==> src/rtl/sd_fifo_b_core.sv <==
// Memory-array srdy/drdy FIFO with optional packet commit/abort on each side.
// Reader prefetches into an output register so the FIFO sustains one word per cycle.
module sd_fifo_b_core #(
    parameter int unsigned width       = 8,
    parameter int unsigned depth       = 256,
    localparam int unsigned asz        = $clog2(depth),
    parameter bit          c_commit_en = 1'b0,
    parameter bit          p_commit_en = 1'b0
) (
    input  logic             clk,
    input  logic             reset,
    input  logic             c_srdy,
    output logic             c_drdy,
    input  logic             c_commit,
    input  logic             c_abort,
    input  logic [width-1:0] c_data,
    output logic             p_srdy,
    input  logic             p_drdy,
    input  logic             p_commit,
    input  logic             p_abort,
    output logic [width-1:0] p_data,
    output logic [asz:0]     usage
);

    localparam logic [asz:0] PTR_ONE = {{asz{1'b0}}, 1'b1};
    localparam logic [asz:0] DEPTH_P = {1'b1, {asz{1'b0}}};

    logic [width-1:0] mem [depth];

    logic [asz:0]     wr_ptr_q, wr_ptr_d;
    logic [asz:0]     wr_com_q, wr_com_d;
    logic [asz:0]     rd_ptr_q, rd_ptr_d;
    logic [asz:0]     rd_com_q, rd_com_d;
    logic             dval_q, dval_d;
    logic [width-1:0] dout_q;

    logic             c_abt, c_cmt, p_abt, p_cmt;
    logic             full, wr_en, p_xfer, load;
    logic [asz:0]     consumed;

    // With the enables off these collapse to constants, so X on the pins is harmless.
    assign c_abt = c_commit_en && c_abort;
    assign c_cmt = !c_commit_en || c_commit;
    assign p_abt = p_commit_en && p_abort;
    assign p_cmt = !p_commit_en || p_commit;

    assign full     = (wr_ptr_q - rd_com_q) == DEPTH_P;
    assign c_drdy   = !reset && !full;
    assign wr_en    = c_srdy && c_drdy && !c_abt;
    assign p_xfer   = dval_q && p_drdy;
    // Output register holds the word at rd_ptr-1, so it is not yet consumed.
    assign consumed = rd_ptr_q - {{asz{1'b0}}, dval_q} + {{asz{1'b0}}, p_xfer};
    assign load     = !p_abt && (!dval_q || p_xfer) && (rd_ptr_q != wr_com_q);

    assign p_srdy = dval_q;
    assign p_data = dout_q;
    assign usage  = wr_com_q - rd_com_q;

    always_comb begin
        wr_ptr_d = wr_ptr_q;
        wr_com_d = wr_com_q;
        if (wr_en) begin
            wr_ptr_d = wr_ptr_q + PTR_ONE;
        end
        if (c_abt) begin
            wr_ptr_d = wr_com_q;
        end else if (c_cmt) begin
            wr_com_d = wr_ptr_d;
        end
    end

    always_comb begin
        rd_ptr_d = rd_ptr_q;
        rd_com_d = rd_com_q;
        dval_d   = dval_q;
        if (p_abt) begin
            rd_ptr_d = rd_com_q;
            dval_d   = 1'b0;
        end else begin
            if (load) begin
                rd_ptr_d = rd_ptr_q + PTR_ONE;
                dval_d   = 1'b1;
            end else if (p_xfer) begin
                dval_d = 1'b0;
            end
            if (p_cmt) begin
                rd_com_d = consumed;
            end
        end
    end

    always_ff @(posedge clk) begin
        if (reset) begin
            wr_ptr_q <= '0;
            wr_com_q <= '0;
            rd_ptr_q <= '0;
            rd_com_q <= '0;
            dval_q   <= 1'b0;
        end else begin
            wr_ptr_q <= wr_ptr_d;
            wr_com_q <= wr_com_d;
            rd_ptr_q <= rd_ptr_d;
            rd_com_q <= rd_com_d;
            dval_q   <= dval_d;
        end
    end

    always_ff @(posedge clk) begin
        if (wr_en) begin
            mem[wr_ptr_q[asz-1:0]] <= c_data;
        end
    end

    always_ff @(posedge clk) begin
        if (reset) begin
            dout_q <= '0;
        end else if (load) begin
            dout_q <= mem[rd_ptr_q[asz-1:0]];
        end
    end

endmodule

==> config.mk <==
export PLATFORM = sky130hd
export DESIGN_NAME = sd_fifo_b_core
export DESIGN_NICKNAME = d
export VERILOG_FILES = /design/src/rtl/sd_fifo_b_core.sv
export SDC_FILE = /design/constraint.sdc
export NUM_CORES = 2
export LEC_CHECK = 0
export CAP_MARGIN = 20
export CORE_MARGIN = 3
export CORE_UTILIZATION = 35
export CTS_CLUSTER_SIZE = 28
export DETAILED_ROUTE_END_ITERATION = 7
export GPL_TIMING_DRIVEN = 0
export SYNTH_ARGS = -nofsm -noshare
export SYNTH_HDL_FRONTEND = slang
export SYNTH_SLANG_ARGS = --single-unit
export TNS_END_PERCENT = 100
==> constraint.sdc <==
create_clock -name clk -period 7.1 [get_ports clk]
set_input_delay 0.71 -clock clk [delete_from_list [all_inputs] [get_ports clk]]
set_output_delay 0.71 -clock clk [all_outputs]
set_load 0.02 [all_outputs]
* Word-level counts from Yosys, hierarchy flattened
Memory sizes are Yosys's and may differ from the RTL's. A register that Yosys moved wholly into a read port is not among the register bits.
Cells that the tools add are included.
Widths: inputs -> output; s select.
** Storage, ports and cells
- Bits in registers :: 28
- Latch bits :: 0
- Bits in writable memories :: 2048
- ROM bits :: 0
- Bits of input ports :: 16
- Output and inout bits :: 19
- Logic and storage cells :: 25
- Memories kept :: 1
** Cells by class
- $add $sub $neg :: 5
- $mul :: 0
- Divide/modulo/power cells :: 0
- Order comparisons :: 0
- Eq/ne operators :: 2
- Shift-type cells :: 0
- Muxes and demuxes :: 4
- Bitwise logic cells :: 0
- Reduce and logical (&&, ||, !) cells :: 9
** Memory list
- mem :: words 256, width 8, read ports 1, clocked after Yosys merged registers in 1, wr ports 1, RTL line 28 : logic [width-1:0] mem [depth];
** Operator list (count)
- $add 9x1->9 const B :: 2
- $add 9x1->9 :: 1
- $eq 9x9->1 const B :: 1
- $ne 9x9->1 :: 1
- $sub 9x1->9 :: 1
- $sub 9x9->9 :: 1
- $logic_and 1x1->1 :: 4
- $mux 1 :: 4
- $logic_not 1->1 :: 3
- $reduce_bool 2->1 :: 1
- $logic_or 1x1->1 :: 1

* Logic depth before layout (Yosys ltp)
- Depth in word-level cells :: 7
- Depth in mapped cells :: 14
- Gate-level depth less buffers :: 13

* Worst setup path before layout
Ideal clock, no wire load.
- Path kind :: reg2reg
- From :: register, netlist name wr_com_q[0]
- To :: memory mem[230][0] (enable)
- Library setup time :: 370 ps
- Arrival :: 3481 ps
- Data required time :: 6730 ps
- Setup slack :: 3249 ps
- Cell stages (with the launch flop) :: 15
- Path buffers :: 3
- Period minus slack after synthesis :: 3851 ps
- Cells stage by stage :: dfxtp_1 > inv_1 > ha_1 > fa_1 > nor2b_1 > o2111ai_1 > o211a_1 > o22ai_1 > nand4bb_2 > o21ai_4 > buf_6 > or3_4 > buf_6 > buf_6 > nor2_1
** RTL lines (RTL line)
- end: declaration :: 28

* Worst setup path in the final report
- From :: register rd_ptr_q[1]
- To :: register dout_q[4] (netlist: p_data[4]), read port of mem
** On the way
- Longest elaborated chain between the ends :: 2
** Ends and longest elaborated chain
- start: declaration :: RTL line 32 : logic [asz:0] rd_ptr_q, rd_ptr_d;
- start signal: assignment :: RTL line 102 : rd_ptr_q <= rd_ptr_d;
- $ne 9x9->1 :: RTL line 53 : assign load = !p_abt && (!dval_q || p_xfer) && (rd_ptr_q != wr_com_q);
- $logic_and 1x1->1 :: RTL line 53
- end: declaration :: RTL line 35 : logic [width-1:0] dout_q;
Several ways; a longest one is shown, not always the timed one.
A chain may end at the register's enable or synchronous reset.

==> metrics.txt <==
final WL=roughly 230 mm; initial antenna violation count=11; Crit Path Max Fanout=10; clk buf depth=3; cell area after synthesis=80970 sq um; PD cells=331.1 nW/um^2; worst reg2reg endpoint=p_data[4]; post-route ant nets=0; worst hold path cell count=1; post-layout power=between 30 and 40 mW; die area=237200 sq um; register area share after synthesis=0.7684; routed vias=about 41000; Critical Path Sink Type=flop; grt ovf=0; synth unique cells=59; initial core utilization=0.3539; Core ar.=~230000 sq um; area occupied by multi-input gates=around 18000 sq um; DRT Pass-1 Iters=5; drt via density=~5.6; status=completed; register area=62220 sq um; Final #Nets=4147; clock sinks=2084; worst path cell trace=buf_2 -> buf_2 -> buf_2 -> buf_2 -> clkbuf_1 -> mux4_2 -> a221oi_1 -> o22ai_1 -> o21ai_0 -> o211ai_1; GPL Wtd Cong=0.8981; Yosys reg bits=about 2100; Die Ht=a little under 500 um; crit path launch type=flop; clk_skew=between 0.05 and 0.06 ns; clock latency on the worst-skew pair=between 0.8 and 0.9 ns; Worst path max stage delay=between 0.7 and 0.8 ns; Non-Filler Instances=about 7300; Worst Tran Pin Value=roughly 1.2 ns; Hold EP=mem[148][5]; TNS Setup=0 ns; GRT Util Overall=0.1904; ys flop type=edfxtp_1; share of layout cells above drive strength 1=0.2391; Clk Tree Root Cell=clkbuf_16; Inst Count DP=just under 7000; Die Width=slightly below 500 um; residual DRC count=0; Setup Fix Bufs, Post-CTS=0; CP max-delay cell=o21ai_0; first-pass GRT wire length=318.0 mm; RSZ-0062 raised after global routing=no; EDFF count, synth=a little over 2000; most used cell, CP=buf_2; Hold/Removal Path Class=in2reg; vias in the first global route=40950; Crit Path Category=reg2reg; WL/cell=between 30 and 40 um; final hold vios=0; FF-to-FF Start=rd_ptr_q[1]; row count=175; H-tree level count=4; fmax=between 150 and 200 MHz; ys async rst share=0; Top-Level Pins=35; Buffers on Ports=30; Iter 0 DRT Violations=5301; post-synth top area share=0.7595; R2R Setup Slk=slightly below 2 ns; maximum vdd drop=around 270 uV; Num CTS Buffers=a little over 200; TritonCTS clock tree=done; HPWL Detailed=around 150 mm; Post-Synthesis Cells=between 3000 and 4000; Final Critical Period=5.171 ns; Worst slew margin=0.1806; number of max-cap violations=0; Tcrit/Tclk final=0.7283; synth-to-layout area growth=13.84%; synth top area cells=edfxtp_1 76%, mux4_2 14%, nor2_1 1.0%; Reg clk slew, reported paths=0.07 ns; final setup vio count=0; worst path required time=approximately 8 ns; R2R cell count=10; Layout fillers=between 20000 and 25000; worst path bufs/invs=5; hold_buf cts=0; CTS resizes=0; fin. max-slew vios=0; Synth Net Count=about 3900; static leakage=27.64 nW; Crit path max-delay family=buffers and inverters; CP Data Arrival Time=between 5 and 6 ns; largest net degree at the start of global routing=149; WP depth=10; Yosys warning count=0; min-delay src=c_data[5]; largest area contributor in the netlist=edfxtp_1; Mean Syn Cell Area=21.14 sq um
==> registers in the layout, summed over array words and instances (netlist names) <==
| name | count |
|---|---|
| p_srdy | 1 |
| mem | 2048 |
| wr_com_q | 9 |
| rd_ptr_q | 9 |
| p_data | 8 |
| rd_com_q | 9 |
==> area by class of cell <==
cell class              count  share of cell area
well taps                3009             0.04084
diodes                      5           0.0001357
clock buffers             251             0.05845
plain buffers             230             0.01232
repair buffers             62             0.01037
multi-input cells        1492              0.1906
flip-flops and latches   2084              0.6750
clock inverters           110             0.01132
inverters                  25            0.001018
==> power by group <==
group          internal, mW  total, mW  switching (mW)
combinational          2.59       6.31            3.72
sequential             13.6       13.7          0.0802
clock                  5.89       10.6            4.66
total                  22.1       30.5            8.46
==> stage by stage <==
step / hold WS (ns) / area (sq um) / worst slack, ns / util
6_report: 0.2554 / 92180 / 1.929 / 0.4029
5_1_grt: 0.2316 / 92170 / 1.937 / 0.4028
4_1_cts: 0.2035 / 92160 / 2.025 / 0.4028
3_5_place_dp: 0.5227 / 85730 / 2.054 / 0.3747
3_3_place_gp: 0.5272 / 85040 / -2.861 / 0.3717
2_1_floorplan: 0.4942 / 80970 / 3.249 / -
==> routing by layer <==
layer  part of all wire  vias to the layer above  GRT usage
met4              0.046                        2    0.08071
met2               0.47                     2105     0.2989
met3              0.090                      432    0.04249
li1                   -                    16600          -
met5           0.000066                        -          0
met1               0.39                    21900     0.2564
==> worst max path at each step <==
stage | from | end
4_1_cts | rd_ptr_q[1] | p_data[2]
3_3_place_gp | c_data[3] | mem[16][3]
2_1_floorplan | wr_com_q[0] | mem[230][0]
3_5_place_dp | rd_ptr_q[1] | p_data[0]
6_report | rd_ptr_q[1] | p_data[4]
5_1_grt | rd_ptr_q[1] | p_data[6]
==> cells in the mapped netlist (10+ instances only) <==
library cell  number
nand2_1           56
xnor2_1           25
o22ai_1           73
buf_6             15
buf_2             87
edfxtp_1        2048
nor2b_1           13
o21ai_0           27
or4_1             10
a22oi_1           88
mux4_2           492
o221ai_1          18
nor2_4            10
nor3_1            20
a221oi_1          39
inv_1             22
clkbuf_1         101
mux2i_1           47
a22o_1            53
nor2_2            66
or3_1             11
nor4_1            13
o211ai_1          15
a21oi_1           71
nor2_1           223
ha_1              27
mux2_2            10
buf_1             22
nand3_1           17
dfxtp_1           36
==> cell families after synthesis <==
family | count (synthesis) | synth area share
buf+inv | 255 | 0.01494
simple gates | 470 | 0.02828
fa+ha+maj | 29 | 0.004666
xor+xnor | 30 | 0.003245
flops | 2084 | 0.7684
mux | 551 | 0.1443
compound gates | 412 | 0.03616
==> cells in the final DEF (no fill, tap or decap), types with 10 or more instances in the layout <==
cell / netlist / routed
buf_6: 15 / 17
o211ai_1: 15 / 15
mux4_2: 492 / 492
a22oi_1: 88 / 88
xnor2_1: 25 / 25
nor3_1: 20 / 19
o22ai_1: 73 / 73
buf_8: 0 / 18
clkdlybuf4s50_1: 0 / 22
nor2_4: 10 / 10
a21oi_1: 71 / 71
edfxtp_1: 2048 / 2048
o21ai_0: 27 / 27
clkbuf_1: 101 / 127
a22o_1: 53 / 53
nor4_1: 13 / 12
inv_1: 22 / 22
mux2i_1: 47 / 47
nand3_1: 17 / 17
nor2_2: 66 / 68
clkbuf_16: 0 / 209
buf_2: 87 / 90
nand2_1: 56 / 56
mux2_2: 10 / 10
clkinv_2: 0 / 25
nor2_1: 223 / 221
clkinv_1: 3 / 57
clkbuf_2: 0 / 16
nor2b_1: 13 / 13
o221ai_1: 18 / 18
or3_1: 11 / 11
dfxtp_1: 36 / 36
ha_1: 27 / 27
buf_16: 0 / 15
bufinv_16: 0 / 14
or4_1: 10 / 10
buf_1: 22 / 22
a221oi_1: 39 / 39
Power figures use the tool's default switching activity.
